`src/rtl/acc16_pkg.sv`:
```
// Shared state encoding and saturation constants for the
// acc16_sat frame accumulator.
package acc16_pkg;

    typedef enum logic {
        ST_ACC  = 1'b0,
        ST_HOLD = 1'b1
    } state_e;

    localparam logic [15:0] SAT_POS = 16'h7FFF;
    localparam logic [15:0] SAT_NEG = 16'h8000;

endpackage

```
`src/rtl/rca16_wof.sv`:
```
// 16-bit ripple-carry adder exposing carry-out and signed overflow
// (carry into the MSB xor carry out of the MSB).
module rca16_wof (
    input  logic [15:0] a,
    input  logic [15:0] b,
    input  logic        cin,
    output logic [15:0] s,
    output logic        c,
    output logic        ov
);

    logic [16:0] carry;

    assign carry[0] = cin;

    for (genvar i = 0; i < 16; i++) begin : g_bit
        assign s[i]       = a[i] ^ b[i] ^ carry[i];
        assign carry[i+1] = (a[i] & b[i]) | (carry[i] & (a[i] ^ b[i]));
    end

    assign c  = carry[16];
    assign ov = carry[15] ^ carry[16];

endmodule

```
`src/rtl/acc16_sat.sv`:
```
// Framed 16-bit signed accumulator with optional saturation,
// sticky overflow/carry flags and a saturating beat counter.
module acc16_sat
    import acc16_pkg::*;
#(
    parameter bit SAT   = 1'b1,
    parameter int CNT_W = 8
) (
    input  logic             clk,
    input  logic             rst_n,
    input  logic             in_valid,
    output logic             in_ready,
    input  logic [15:0]      in_data,
    input  logic             in_last,
    input  logic             clr,
    output logic             out_valid,
    input  logic             out_ready,
    output logic [15:0]      out_sum,
    output logic             out_ov,
    output logic             out_cy,
    output logic [CNT_W-1:0] out_cnt
);

    state_e           state_q, state_d;
    logic [15:0]      acc_q, acc_d;
    logic             ov_q, ov_d;
    logic             cy_q, cy_d;
    logic [CNT_W-1:0] cnt_q, cnt_d;

    logic [15:0] sum;
    logic        add_c;
    logic        add_ov;
    logic        accept;

    rca16_wof u_add (
        .a   (acc_q),
        .b   (in_data),
        .cin (1'b0),
        .s   (sum),
        .c   (add_c),
        .ov  (add_ov)
    );

    assign in_ready  = (state_q == ST_ACC);
    assign out_valid = (state_q == ST_HOLD);
    assign accept    = in_valid & in_ready;

    always_comb begin
        state_d = state_q;
        acc_d   = acc_q;
        ov_d    = ov_q;
        cy_d    = cy_q;
        cnt_d   = cnt_q;
        if (clr) begin
            state_d = ST_ACC;
            acc_d   = '0;
            ov_d    = 1'b0;
            cy_d    = 1'b0;
            cnt_d   = '0;
        end else begin
            unique case (state_q)
                ST_ACC: begin
                    if (accept) begin
                        // Clamp direction follows the sign of the running sum
                        if (SAT && add_ov) begin
                            acc_d = acc_q[15] ? SAT_NEG : SAT_POS;
                        end else begin
                            acc_d = sum;
                        end
                        ov_d = ov_q | add_ov;
                        cy_d = cy_q | add_c;
                        if (cnt_q != {CNT_W{1'b1}}) begin
                            cnt_d = cnt_q + CNT_W'(1);
                        end
                        if (in_last) begin
                            state_d = ST_HOLD;
                        end
                    end
                end
                ST_HOLD: begin
                    if (out_ready) begin
                        state_d = ST_ACC;
                        acc_d   = '0;
                        ov_d    = 1'b0;
                        cy_d    = 1'b0;
                        cnt_d   = '0;
                    end
                end
                default: state_d = ST_ACC;
            endcase
        end
    end

    always_ff @(posedge clk or negedge rst_n) begin
        if (!rst_n) begin
            state_q <= ST_ACC;
            acc_q   <= '0;
            ov_q    <= 1'b0;
            cy_q    <= 1'b0;
            cnt_q   <= '0;
        end else begin
            state_q <= state_d;
            acc_q   <= acc_d;
            ov_q    <= ov_d;
            cy_q    <= cy_d;
            cnt_q   <= cnt_d;
        end
    end

    assign out_sum = acc_q;
    assign out_ov  = ov_q;
    assign out_cy  = cy_q;
    assign out_cnt = cnt_q;

endmodule

```
`config.mk`:
```
export PLATFORM = sky130hd
export DESIGN_NAME = acc16_sat
export DESIGN_NICKNAME = d
export VERILOG_FILES = /design/src/rtl/acc16_pkg.sv /design/src/rtl/rca16_wof.sv /design/src/rtl/acc16_sat.sv
export SDC_FILE = /design/constraint.sdc
export NUM_CORES = 1
export LEC_CHECK = 0
export ABC_AREA = 1
export BUFFER_PORTS_ARGS = -buffer_cell sky130_fd_sc_hd__buf_2
export CAP_MARGIN = 20
export CORE_MARGIN = 4
export CORE_UTILIZATION = 56
export DETAILED_ROUTE_END_ITERATION = 8
export MAX_ROUTING_LAYER = met4
export PLACE_DENSITY = 0.84
export SLEW_MARGIN = 5
export SYNTH_ARGS = -nofsm -noshare
export SYNTH_HDL_FRONTEND = slang
export SYNTH_SLANG_ARGS = --single-unit
export TNS_END_PERCENT = 10
```
`constraint.sdc`:
```
create_clock -name clk -period 11.35 [get_ports clk]
set_clock_uncertainty 0.15 [all_clocks]
set_input_delay 0.5675 -clock clk [delete_from_list [all_inputs] [get_ports clk]]
set_output_delay 0.5675 -clock clk [all_outputs]
set_load 0.05 [all_outputs]
```
# Yosys cells after proc, flatten, opt, wreduce, memory -nomap -nowiden

Index checks and enable logic that the tools add are counted.

Multipliers: 0
$lt $le $gt $ge: 0
Shift operators: 0
Add/subtract/negate cells: 1
Equal/unequal tests: 4
Div/mod/pow operators: 0
Reductions and logical operators: 2
Multiplexer cells: 23
Bitwise operators: 82

Operator list:

| kind                                                   | count |
|---|---|
| 2-to-1 mux 16 bit                                      | 5 |
| AND 1 bit                                              | 32 |
| 2-to-1 mux 8 bit                                       | 4 |
| one-hot mux 16 bit (2 select lines)                    | 1 |
| XOR 1 bit                                              | 32 |
| bitwise OR 1 bit                                       | 17 |
| one-hot mux 8 bit (2 select lines)                     | 1 |
| 2-to-1 mux 1 bit                                       | 9 |
| adder 8 x 1 -> 8 bit (second input constant)           | 1 |
| inequality test 8 bit (second input constant)          | 1 |
| inequality test 3 x 1 -> 1 bit (second input constant) | 2 |
| one-hot mux 1 bit (2 select lines)                     | 3 |
| inequality test 3 bit (second input constant)          | 1 |
| AND reduction 3 bit                                    | 1 |
| AND reduction 2 bit                                    | 1 |
| NOT 1 bit                                              | 1 |

Bits in latches: 0
Register bits: 27
ROM bits: 0
Output and inout bits: 28
Memory bits (writable): 0
Input port bits: 22
Memories kept: 0

# Longest topological paths before layout

Gate-level depths: netlist of run 1.

Depth in word-level cells: 36
Mapped depth: 24
Gate-level depth less buffers: 24

# Hierarchy

A second synthesis of run 1 with hierarchy kept.

Cells, all modules: 193
Area, all modules: 1,716.6 sq um

Modules (own cells, without submodules):

| module    | instances | area an instance (sq um) | cells an instance |
|---|---|---|---|
| acc16_sat | 1         | 1,347.5                  | 164 |
| rca16_wof | 1         | 369.1                    | 29 |

# Least setup slack after synthesis of run 1

Ideal clock, no wire load.

Path type: register to register
From: register acc_q[0], in the netlist out_sum[0]
To: register acc_q[1], in the netlist out_sum[1]
Path slack: 3.927 ns
Data required time: 11.074 ns
Library setup time: 0.126 ns
Buffers on the path: 1
Cell stages (with the launch flop): 25
Data arrival time: 7.146 ns
Cells stage by stage: dfrtp_1 > ha_1 > inv_1 > fa_1 > fa_1 > fa_1 > fa_1 > fa_1 > fa_1 > fa_1 > fa_1 > fa_1 > fa_1 > fa_1 > fa_1 > inv_1 > fa_1 > fa_1 > inv_1 > fa_1 > xnor2_4 > nand2_4 > nand2_4 > buf_6 > o22ai_2

Longest elaborated chain between the ends: 36
Elaborated cells between the ends (all ways): 37
Classes of those cells: mux: 4; bitwise: 33

RTL lines:

| element                                 | RTL line         | text |
|---|---|---|
| start: declaration                      | acc16_sat.sv:25  | `logic [15:0] acc_q, acc_d;` |
| start signal: assignment                | acc16_sat.sv:97  | `acc_q <= '0;` |
| start signal: assignment                | acc16_sat.sv:103 | `acc_q <= acc_d;` |
| AND 1 bit (*)                           | rca16_wof.sv:18  | `assign carry[i+1] = (a[i] & b[i]) \| (carry[i] & (a[i] ^ b[i]));` |
| AND 1 bit                               | rca16_wof.sv:18  |  |
| bitwise OR 1 bit                        | rca16_wof.sv:18  |  |
| AND 1 bit                               | rca16_wof.sv:18  |  |
| bitwise OR 1 bit                        | rca16_wof.sv:18  |  |
| AND 1 bit                               | rca16_wof.sv:18  |  |
| bitwise OR 1 bit                        | rca16_wof.sv:18  |  |
| AND 1 bit                               | rca16_wof.sv:18  |  |
| [... 20 more ...]                       | --               |  |
| bitwise OR 1 bit                        | rca16_wof.sv:18  |  |
| AND 1 bit                               | rca16_wof.sv:18  |  |
| bitwise OR 1 bit                        | rca16_wof.sv:18  |  |
| XOR 1 bit                               | rca16_wof.sv:22  | `assign ov = carry[15] ^ carry[16];` |
| 2-to-1 mux 16 bit (*)                   | acc16_sat.sv:65  | `if (SAT && add_ov) begin` |
| 2-to-1 mux 16 bit (*)                   | acc16_sat.sv:63  | `if (accept) begin` |
| one-hot mux 16 bit (2 select lines) (*) | acc16_sat.sv:61  | `unique case (state_q)` |
| 2-to-1 mux 16 bit (*)                   | acc16_sat.sv:54  | `if (clr) begin` |

Every way passes the cells marked *; elsewhere a longest branch is shown, timed or not. The select of a mux whose other input is x is not followed.
A chain may end at the register's enable or synchronous reset.

# Worst setup path after layout of run 1

From: register acc_q[0], in the netlist out_sum[0]
To: register acc_q[11], in the netlist out_sum[11]

Longest elaborated chain between the ends: 36
Elaborated cells between the ends (all ways): 37
Classes of those cells: mux: 4; bitwise: 33

RTL lines:

| element                                 | RTL line |
|---|---|
| AND 1 bit (*) (2 in series)             | rca16_wof.sv:18 |
| bitwise OR 1 bit (*)                    | rca16_wof.sv:18 |
| AND 1 bit (*)                           | rca16_wof.sv:18 |
| bitwise OR 1 bit (*)                    | rca16_wof.sv:18 |
| AND 1 bit (*)                           | rca16_wof.sv:18 |
| bitwise OR 1 bit (*)                    | rca16_wof.sv:18 |
| AND 1 bit (*)                           | rca16_wof.sv:18 |
| bitwise OR 1 bit (*)                    | rca16_wof.sv:18 |
| [... 19 more ...]                       | -- |
| bitwise OR 1 bit                        | rca16_wof.sv:18 |
| AND 1 bit                               | rca16_wof.sv:18 |
| bitwise OR 1 bit                        | rca16_wof.sv:18 |
| XOR 1 bit                               | rca16_wof.sv:22 |
| 2-to-1 mux 16 bit (*)                   | acc16_sat.sv:65 |
| 2-to-1 mux 16 bit (*)                   | acc16_sat.sv:63 |
| one-hot mux 16 bit (2 select lines) (*) | acc16_sat.sv:61 |
| 2-to-1 mux 16 bit (*)                   | acc16_sat.sv:54 |

Marks and branches as above.

==> run metrics, run 1 <==
remaining antenna violation count 0; Layout area overhead 16.21%; post-CTS setup buffers 0; Bufs on Longest Clock Path 2; Sw Pwr between 200 and 250 uW; Total Routing Usage GR 0.2043; Slew Viols, Final 0; vias in the first global route approximately 1400; Syn Inst Count between 200 and 250; crit path capture type register; Initial Utilization 0.5919; cells along the critical path ha_1 -> inv_1 -> fa_1 -> fa_1 -> fa_1 -> fa_1 -> fa_1 -> fa_1 -> fa_1 -> fa_1 -> fa_1 -> fa_1 -> fa_1 -> fa_1 -> inv_1 -> fa_1 -> fa_1 -> inv_1 -> fa_1 -> xnor2_4 -> nand2_4 -> nand2_4 -> o22ai_1; critical path arrival just under 8 ns; endpoints failing setup 0; Worst R2R Start out_sum[0]$_DFFE_PN0P_; clk_lat worst skew roughly 0.33 ns; DR pass1 iterations 4; number of I/O pins 50; Die W ~65 um; power per cell area roughly 220 nW/um^2; # diodes 0; crit-path max FO 19; largest net degree at the start of global routing 28; Synth Flop Type dfrtp_1; Gate power share 0.621; Port-buffer cells between 40 and 50; #FFs+latches synth 27; post-route clock period utilization 0.6742; achievable clock frequency 130.7 MHz; Tot Pwr between 400 and 500 uW; worst setup path class reg -> reg; VDD IR-drop max between 0.00015 and 0.0002 V; max incr delay on CP between 0.5 and 0.6 ns; Tmin final about 7.7 ns; Slew @ Worst Pin ~0.66 ns; setup TNS 0 ns; slowest stage cell on the critical path xnor2_4; Post-DP HPWL between 2 and 3 mm; first-pass GRT wire length roughly 6.5 mm; Max-Cap Viols 0; CP delay by family, top adder cells; internal power approximately 220 uW; most used cell, CP fa_1; Avg Vias per Cell roughly 4.8; cell depth of the worst flop-to-flop path 23; CTS tree built; Final Hold Vio Count 0; sequential fraction of the synthesis area 0.3678; core area between 3000 and 4000 um^2; Clk pin slew, worst setup/hold paths approximately 0.16 ns; worst relative slew slack 0.5611; reg2reg end out_sum[11]$_DFFE_PN0P_; CTS root buf clkbuf_4; status finished clean; most frequent cells in the layout inv_1, buf_2, nand2_1, dfrtp_1; Hold Crit Class in -> async; Die ar. between 4000 and 5000 um^2; final wirelength about 3.8 mm; 1st-iter DRT viols 55; post-CTS resize count 0; synthesized cell area 1837 um^2; number of hold buffers added after CTS 0; Syn Nets 240; clock group share of total power 0.092; sequential power share 0.287; GP Congestion just over 0.8; initial antenna violation count 0; Reg2Reg Setup Slack approximately 3.7 ns; Ys Warns 0; clk sink count 27; unique cell type count in the Yosys netlist 27; nets 291; wire length per cell between 10 and 15 um; leak pwr between 1 and 1.5 nW; Final Util 0.6879; EDFF count, synth 0; CTS buffer count 3; critical path required time ~11 ns; cell row count 20; via count 1430; Die H ~65 um; Worst Path Buf+Inv 3; share of cells above drive strength 1 0.3386; Mean Syn Cell Area between 9 and 10 um^2; worst hold margin between 0.07 and 0.08 ns; Setup crit start kind register; gr ovfl total 0; Post-synth ARST share 1.000; Switching Fraction 0.5217; DR DRC count 0; RSZ-0062 raised after global routing no; Max H-tree Level 1
==> power groups by stage <==
| stage | Clock [mW] | Sequential (mW) | Combinational [mW] |
|---|---|---|---|
| 5_1_grt | 0.0483 | 0.136 | 0.313 |
| 6_report | 0.0428 | 0.133 | 0.287 |
| 4_1_cts | 0.0445 | 0.133 | 0.290 |
| 3_5_place_dp | 0 | 0.134 | 0.288 |
| 3_3_place_gp | 0 | 0.134 | 0.281 |
| 2_1_floorplan | 0 | 0.211 | 0.158 |
==> state kept, by name, indices dropped and copies added, names as in the netlist <==
| signal | cells |
|---|---|
| out_cnt | 8 |
| out_cy | 1 |
| out_ov | 1 |
| out_sum | 16 |
| out_valid | 1 |
==> Yosys cell counts (2+ instances only) <==
cell type | instances | area (um^2)
o21ai_0 | 10 | 50.05
fa_1 | 15 | 300.3
dfrtp_1 | 27 | 675.7
o22ai_2 | 10 | 125.1
nand3_1 | 4 | 20.02
o22ai_1 | 2 | 12.51
nor2_1 | 15 | 56.30
nand2_2 | 2 | 12.51
o21ai_1 | 2 | 10.01
inv_1 | 49 | 183.9
ha_1 | 2 | 25.02
nand2_4 | 3 | 33.78
buf_6 | 2 | 22.52
nor2_2 | 10 | 62.56
inv_2 | 3 | 11.26
nand2_1 | 34 | 127.6
==> cells by family (layout without fill, tap and decap cells) <==
| kind of cell | Yosys count | in the layout | synth area share |
|---|---|---|---|
| AO/OA/AOI/OAI | 27 | 27 | 0.1206 |
| XOR/XNOR | 3 | 3 | 0.02453 |
| adder cells (fa/ha/maj) | 17 | 17 | 0.1771 |
| buffers and inverters | 55 | 105 | 0.1226 |
| flip-flops | 27 | 27 | 0.3678 |
| AND/OR/NAND/NOR | 72 | 72 | 0.1873 |
==> worst max path at each step <==
stage	start	to	slack, ns	depth (start not counted)
after floorplan	out_sum[0]$_DFFE_PN0P_	out_sum[1]$_DFFE_PN0P_	3.93	24
after global placement	in_data[0]	out_sum[13]$_DFFE_PN0P_	3.60	24
after detailed placement	in_data[0]	out_sum[11]$_DFFE_PN0P_	3.43	24
after CTS	out_sum[0]$_DFFE_PN0P_	out_sum[11]$_DFFE_PN0P_	3.69	23
after global routing	out_sum[0]$_DFFE_PN0P_	out_sum[11]$_DFFE_PN0P_	3.39	23
final	out_sum[0]$_DFFE_PN0P_	out_sum[11]$_DFFE_PN0P_	3.70	23
==> final cells by class <==
| class | instances | area, um^2 |
|---|---|---|
| Timing Repair Buffer | 49 | 245.2 |
| Fill cell | 273 | 968.4 |
| Multi-Input combinational cell | 119 | 935.9 |
| Clock inverter | 1 | 5.005 |
| Inverter | 52 | 195.2 |
| Tap cell | 44 | 55.05 |
| Clock buffer | 3 | 22.52 |
| Sequential cell | 27 | 675.6 |
==> per-stage QoR <==
step	area, um^2	cells	worst slack [ns]
2_1_floorplan	1837	201	3.927
3_3_place_gp	2107	291	3.601
3_5_place_dp	2107	291	3.429
4_1_cts	2135	295	3.693
5_1_grt	2135	295	3.387
6_report	2135	295	3.697
==> metal layers <==
metal | up-vias | track usage | part of all wire
li1 | 700 | - | -
met1 | 675 | 0.2783 | 0.46
met2 | 53 | 0.3186 | 0.47
met3 | 2 | 0.02906 | 0.056
met4 | 0 | 0.06477 | 0.0063
met5 | - | - | 0
Note: power is estimated with default switching activity, not from simulation.
==> run 2, diff against run 1 <==
Settings changed: CORE_UTILIZATION 56 to 52, PLACE_DENSITY 0.84 to 0.79.
Clock period 11.35 ns to 7.5 ns, I/O delays scaled along.
==> run metrics, run 2 (synthesis results as in run 1) <==
status finished clean; CTS root buf clkbuf_4; 1st-iter DRT viols 47 (-15%); most used cell, CP fa_1; RSZ-0062 raised after global routing no; Total Routing Usage GR 0.1901 (-0.01415); Inst Count DP 296 (+1.7%); first-pass GRT wire length 6.279 mm (-3.2%); nets 295 (+1.4%); CTS buffer count 3 (unchanged); clk sink count 27 (unchanged); GP Congestion 0.8314 (+0.34%); cell row count 21 (+5.0%); Final Util 0.6466 (-0.04133); critical path arrival 7.22 ns (-0.48 ns); DR pass1 iterations 4 (unchanged); share of cells above drive strength 1 0.3451 (+0.006453); worst setup path class reg -> reg; Tmin final 7.158 ns (-0.4949 ns); largest net degree at the start of global routing 28 (unchanged); final wirelength 3.758 mm (-0.66%); Initial Utilization 0.5461 (-0.04580); Hold EP out_valid$_DFF_PN0_; most frequent cells in the layout inv_1, buf_2, nand2_1, dfrtp_1, nor2_1; Slew @ Worst Pin 0.6483 ns (-0.01001 ns); Hold Crit Class in -> reg; Post-DP HPWL 2.920 mm (-1.9%); Bufs on Longest Clock Path 2 (unchanged); max reg flops 16 (unchanged); clk_lat worst skew 0.32 ns (about the same); core area 3363 um^2 (+8.4%); leak pwr 1.143 nW (+1.6%); number of I/O pins 50 (unchanged); VDD IR-drop max 0.0001800 V (+12%); Worst R2R Start out_sum[0]$_DFFE_PN0P_; endpoints failing setup 0 (unchanged); power per cell area 331.9 nW/um^2 (+53%); Max-Cap Viols 0 (unchanged); crit-path max FO 15 (-4); critical path required time 7.56 ns (-3.84 ns); Worst Path Buf+Inv 3 (unchanged); via count 1426 (-0.28%); remaining antenna violation count 0 (unchanged); Die ar. 4547 um^2 (+6.7%); setup TNS 0 ns (unchanged); Clk pin slew, worst setup/hold paths 0.14 ns (-0.02 ns); wire length per cell 12.49 um (-2.6%); Slew Viols, Final 0 (unchanged); CTS tree built; Port-buffer cells 49 (unchanged); max incr delay on CP 0.41 ns (-0.18 ns); cell depth of the worst flop-to-flop path 23 (unchanged); DR DRC count 0 (unchanged); slowest stage cell on the critical path dfrtp_1; non-filler cells, final 301 (+2.0%); Tot Pwr 721.7 uW (+56%); post-route clock period utilization 0.9544 (+0.2801); Avg Vias per Cell 4.738 (-2.3%); HP Start in_last; initial antenna violation count 0 (unchanged); gr ovfl total 0 (unchanged); Reg2Reg Setup Slack 0.34 ns (-3.36 ns); CP delay by family, top adder cells; Setup WS post-layout 0.3422 ns (-3.355 ns); worst hold path depth 3; crit path capture type register; pre-CTS WS 0.1476 ns (-3.282 ns); worst relative slew slack 0.5678 (+0.006675); Layout area overhead 18.39%; Final Hold Vio Count 0 (unchanged); Die H 67.43 um (+3.3%); # diodes 0 (unchanged); Die W 67.43 um (+3.3%); cells along the critical path ha_1 -> inv_1 -> fa_1 -> fa_1 -> fa_1 -> fa_1 -> fa_1 -> fa_1 -> fa_1 -> fa_1 -> fa_1 -> fa_1 -> fa_1 -> fa_1 -> inv_1 -> fa_1 -> fa_1 -> inv_1 -> fa_2 -> xnor2_4 -> nand2_4 -> nand2_4 -> o22ai_1; reg2reg end out_sum[12]$_DFFE_PN0P_; achievable clock frequency 139.7 MHz (+6.9%); vias in the first global route 1343 (-4.5%); Max H-tree Level 1 (unchanged); Setup crit start kind register
## run 2: cell count changes in the layout (fill, tap and decap cells not counted), sizes merged
cell	before	now
buf	49	52
clkbuf	3	4
clkinv	1	0
dlygate4sd3	0	1
## run 2: final cells by class
class	instances	area [um^2]
inverter	52	195.2
sequential	27	675.6
timing repair buffer	53	281.5
fill	313	1189
clock buffer	4	26.28
multi-input combinational	119	938.4
tap	46	57.56
## run 2: worst max-delay path by stage
stage | startpoint | to | slack, ns | depth (start not counted)
floorplan | out_sum[0]$_DFFE_PN0P_ | out_sum[1]$_DFFE_PN0P_ | 0.08 | 24
global placement | in_data[0] | out_sum[14]$_DFFE_PN0P_ | 0.40 | 24
detailed placement | in_data[0] | out_sum[15]$_DFFE_PN0P_ | 0.15 | 26
CTS | out_sum[0]$_DFFE_PN0P_ | out_sum[14]$_DFFE_PN0P_ | 0.21 | 23
global route | out_sum[0]$_DFFE_PN0P_ | out_sum[15]$_DFFE_PN0P_ | 0.03 | 25
finish | out_sum[0]$_DFFE_PN0P_ | out_sum[12]$_DFFE_PN0P_ | 0.34 | 23
## run 2: power breakdown
part	switching, mW	total (mW)	internal (mW)	leakage, nW
clock network	0.0430	0.0638	0.0208	0.0150
registers	0.0237	0.202	0.178	0.363
logic	0.303	0.456	0.153	0.766
## run 2: worst reg2reg max path, delay by kind of cell (launching register included)
family / cells / cell delay [ns]
buffers and inverters: 3 / 0.18
DFF: 1 / 0.41
and+or+nand+nor: 2 / 0.28
adders and majority gates: 16 / 5.66
xor gates and xnor gates: 1 / 0.25
AOI/OAI and AO/OA: 1 / 0.12
## run 2: what timing repair did
action,4_1_cts,5_1_grt
hold buffers,1,0
buffers inserted,0,0
setup endpoints to repair,0,16
gates resized for setup,0,2
hold endpoints to repair,27,0
## run 2: metrics by stage
step	cell area (um^2)	hold slack (ns)
6_report	2175	0.08371
5_1_grt	2175	0.07943
3_3_place_gp	2132	0.2765
3_5_place_dp	2132	0.2738
4_1_cts	2168	0.07325
2_1_floorplan	1837	-0.07059
## run 2: per-layer routing
metal  vias up  routed length [um]  track usage
li1        713                   -            -
met3         4                 203      0.02163
met5         -                   0            -
met2        41                1876       0.3043
met1       668                1648       0.2605
met4         0                  29      0.04557
==> run 3, diff against run 2 <==
--- a/config.mk
+++ b/config.mk
@@ -14,4 +14,5 @@
 export MAX_ROUTING_LAYER = met4
 export PLACE_DENSITY = 0.79
+export REMOVE_ABC_BUFFERS = 1
 export SLEW_MARGIN = 5
 export SYNTH_ARGS = -nofsm -noshare
==> constraint.sdc (replaced) <==
create_clock -name clk -period 7.5 [get_ports clk]
set_clock_uncertainty 0.15 [all_clocks]
set_input_delay 0.75 -clock clk [delete_from_list [all_inputs] [get_ports clk]]
set_output_delay 0.75 -clock clk [all_outputs]
set_load 0.05 [all_outputs]
==> run metrics, run 3 (synthesis results as in run 1) <==
RSZ-0062 raised after global routing no; Die ar. 4547 um^2 (unchanged); Switching Fraction 0.5106 (-0.001078); wire length per cell 11.61 um (-7.0%); Slew Viols, Final 0 (unchanged); worst relative slew slack 0.6141 (+0.04631); Gate power share 0.632 (about the same); power per cell area 331.6 nW/um^2 (about the same); final wirelength 3.471 mm (-7.6%); CP delay by family, top adder cells; 1st-iter DRT viols 65 (+38%); number of I/O pins 50 (unchanged); Worst R2R Start out_sum[0]$_DFFE_PN0P_; cell depth of the worst flop-to-flop path 23 (unchanged); Worst Path Buf+Inv 4 (+1); most frequent cells in the layout inv_1, buf_2, nand2_1, dfrtp_1; VDD IR-drop max 0.0002778 V (+54%); fillcell total 338 (+8.0%); DR DRC count 0 (unchanged); Max H-tree Level 1 (unchanged); worst hold margin 0.2530 ns (+0.1693 ns); largest net degree at the start of global routing 28 (unchanged); Crit. Startpoint in_data[0]; leak pwr 1.136 nW (-0.64%); core area 3363 um^2 (unchanged); Setup crit start kind input port; CTS buffer count 3 (unchanged); initial antenna violation count 0 (unchanged); Tot Pwr 718.6 uW (-0.42%); crit-path max FO 15 (unchanged); Avg Vias per Cell 4.722 (-0.32%); cell row count 21 (unchanged); share of cells above drive strength 1 0.3439 (-0.001225); GP Congestion 0.8405 (+1.1%); endpoints failing setup 0 (unchanged); area of placed instances 2137 um^2 (+0.23%); critical path arrival 7.25 ns (+0.03 ns); Total Routing Usage GR 0.1849 (-0.005217); clk_lat worst skew 0.32 ns (about the same); crit path capture type register; Initial Utilization 0.5461 (unchanged); gr ovfl total 0 (unchanged); DR pass1 iterations 4 (unchanged); post-route clock period utilization 0.9592 (+0.004836); first-pass GRT wire length 6.182 mm (-1.5%); Final Hold Vio Count 0 (unchanged); max reg flops 16 (unchanged); CTS root buf clkbuf_4; cell depth of the worst setup path 24 (+4.3%); sequential power share 0.279 (about the same); max incr delay on CP 0.46 ns (+0.05 ns); Slew @ Worst Pin 0.5789 ns (-0.06946 ns); status finished clean; Port-buffer cells 49 (unchanged); Bufs on Longest Clock Path 2 (unchanged); worst setup path class in -> reg; Die H 67.43 um (unchanged); clk sink count 27 (unchanged); Tmin final 7.194 ns (+0.03627 ns); achievable clock frequency 139.0 MHz (-0.50%); # diodes 0 (unchanged); Max-Cap Viols 0 (unchanged); Die W 67.43 um (unchanged); Layout area overhead 17.98%; Multi-input gate area 935.9 um^2 (-0.27%); most used cell, CP fa_1; internal power 351.7 uW (-0.20%); Hold Crit Class in -> async; post-route cell area 2167 um^2 (-0.35%); slowest stage cell on the critical path fa_1; Sw Pwr 366.9 uW (-0.63%); nets 293 (-0.68%); post-CTS resize count 0 (unchanged); clock group share of total power 0.089 (about the same); vias in the first global route 1458 (+8.6%); Sequential Area 675.6 um^2 (unchanged); remaining antenna violation count 0 (unchanged); Clk pin slew, worst setup/hold paths 0.16 ns (+0.02 ns); via count 1412 (-0.98%); CTS tree built; critical path required time 7.56 ns (about the same); cells along the critical path buf_2 -> ha_1 -> inv_1 -> fa_1 -> fa_1 -> fa_1 -> fa_1 -> fa_1 -> fa_1 -> fa_1 -> fa_1 -> fa_1 -> fa_1 -> fa_1 -> fa_1 -> inv_1 -> fa_1 -> fa_1 -> inv_1 -> fa_1 -> xnor2_4 -> nand2_4 -> nand2_4 -> o21ai_0; Post-DP HPWL 2.848 mm (-2.5%)
-- run 3: cell count changes in the layout (fill, tap and decap cells not counted), sizes merged --
cell | previous run | this run
buf | 52 | 51
clkinvlp | 0 | 1
clkbuf | 4 | 3
dlygate4sd3 | 1 | 0
-- run 3: power groups by stage --
stage               clock [mW]  sequential [mW]  combinational, mW
global route            0.0736            0.205              0.503
floorplan                    0            0.320              0.229
CTS                     0.0654            0.201              0.461
detailed placement           0            0.203              0.460
finish                  0.0639            0.200              0.454
global placement             0            0.203              0.446
-- run 3: per-layer routing --
metal  part of all wire  routed length [um]  global-route usage  vias up
met3              0.044                 153             0.02496        4
met1               0.41                1426              0.2233      674
li1                   -                   -                   -      707
met5                  0                   0                   -        -
met4              0.012                  40             0.04557        0
met2               0.53                1850              0.3264       27
-- run 3: cell type report --
cell class,instances,share of cell area
Multi-Input combinational cell,119,0.4319
Tap cell,46,0.02656
Clock inverter,1,0.003464
Sequential cell,27,0.3118
Clock buffer,3,0.01039
Inverter,52,0.09007
Timing Repair Buffer,51,0.1259
-- run 3: what timing repair did --
| item | CTS | global route |
|---|---|---|
| setup endpoints to repair | 0 | 1 |
| setup buffers | 0 | 0 |
| hold buffers | 0 | 0 |
-- run 3: worst paths after layout --
path                                            to  slack, ns
max                        out_sum[14]$_DFFE_PN0P_       0.31
min                         out_sum[7]$_DFFE_PN0P_       0.25
max reg2reg                out_sum[14]$_DFFE_PN0P_       0.37
min reg2reg                     out_cy$_DFFE_PN0P_       0.36
max in group asynchronous   out_sum[0]$_DFFE_PN0P_       6.56
min in group clk                out_cy$_DFFE_PN0P_       0.36
-- run 3: stage by stage --
step / cells / setup WS [ns] / util / setup TNS, ns
floorplan: 198 / -0.1078 / - / -1.523
CTS: 299 / 0.2675 / 0.6443 / 0
global route: 299 / 0.009259 / 0.6443 / 0
global placement: 295 / 0.07749 / 0.6354 / 0
detailed placement: 295 / -0.09833 / 0.6354 / -1.264
finish: 299 / 0.3060 / 0.6443 / 0
-- run 3: worst register-to-register path, stage by stage, from the launching register on --
cell	delay [ns]
dfrtp_1	0.42
ha_1	0.17
inv_1	0.05
fa_1	0.38
fa_1	0.39
fa_1	0.38
fa_1	0.39
fa_1	0.39
fa_1	0.40
fa_1	0.39
fa_1	0.39
fa_1	0.39
fa_1	0.40
fa_1	0.39
fa_1	0.36
inv_1	0.07
fa_1	0.17
fa_1	0.19
inv_1	0.06
fa_1	0.46
xnor2_4	0.24
nand2_4	0.07
nand2_4	0.20
o21ai_0	0.11
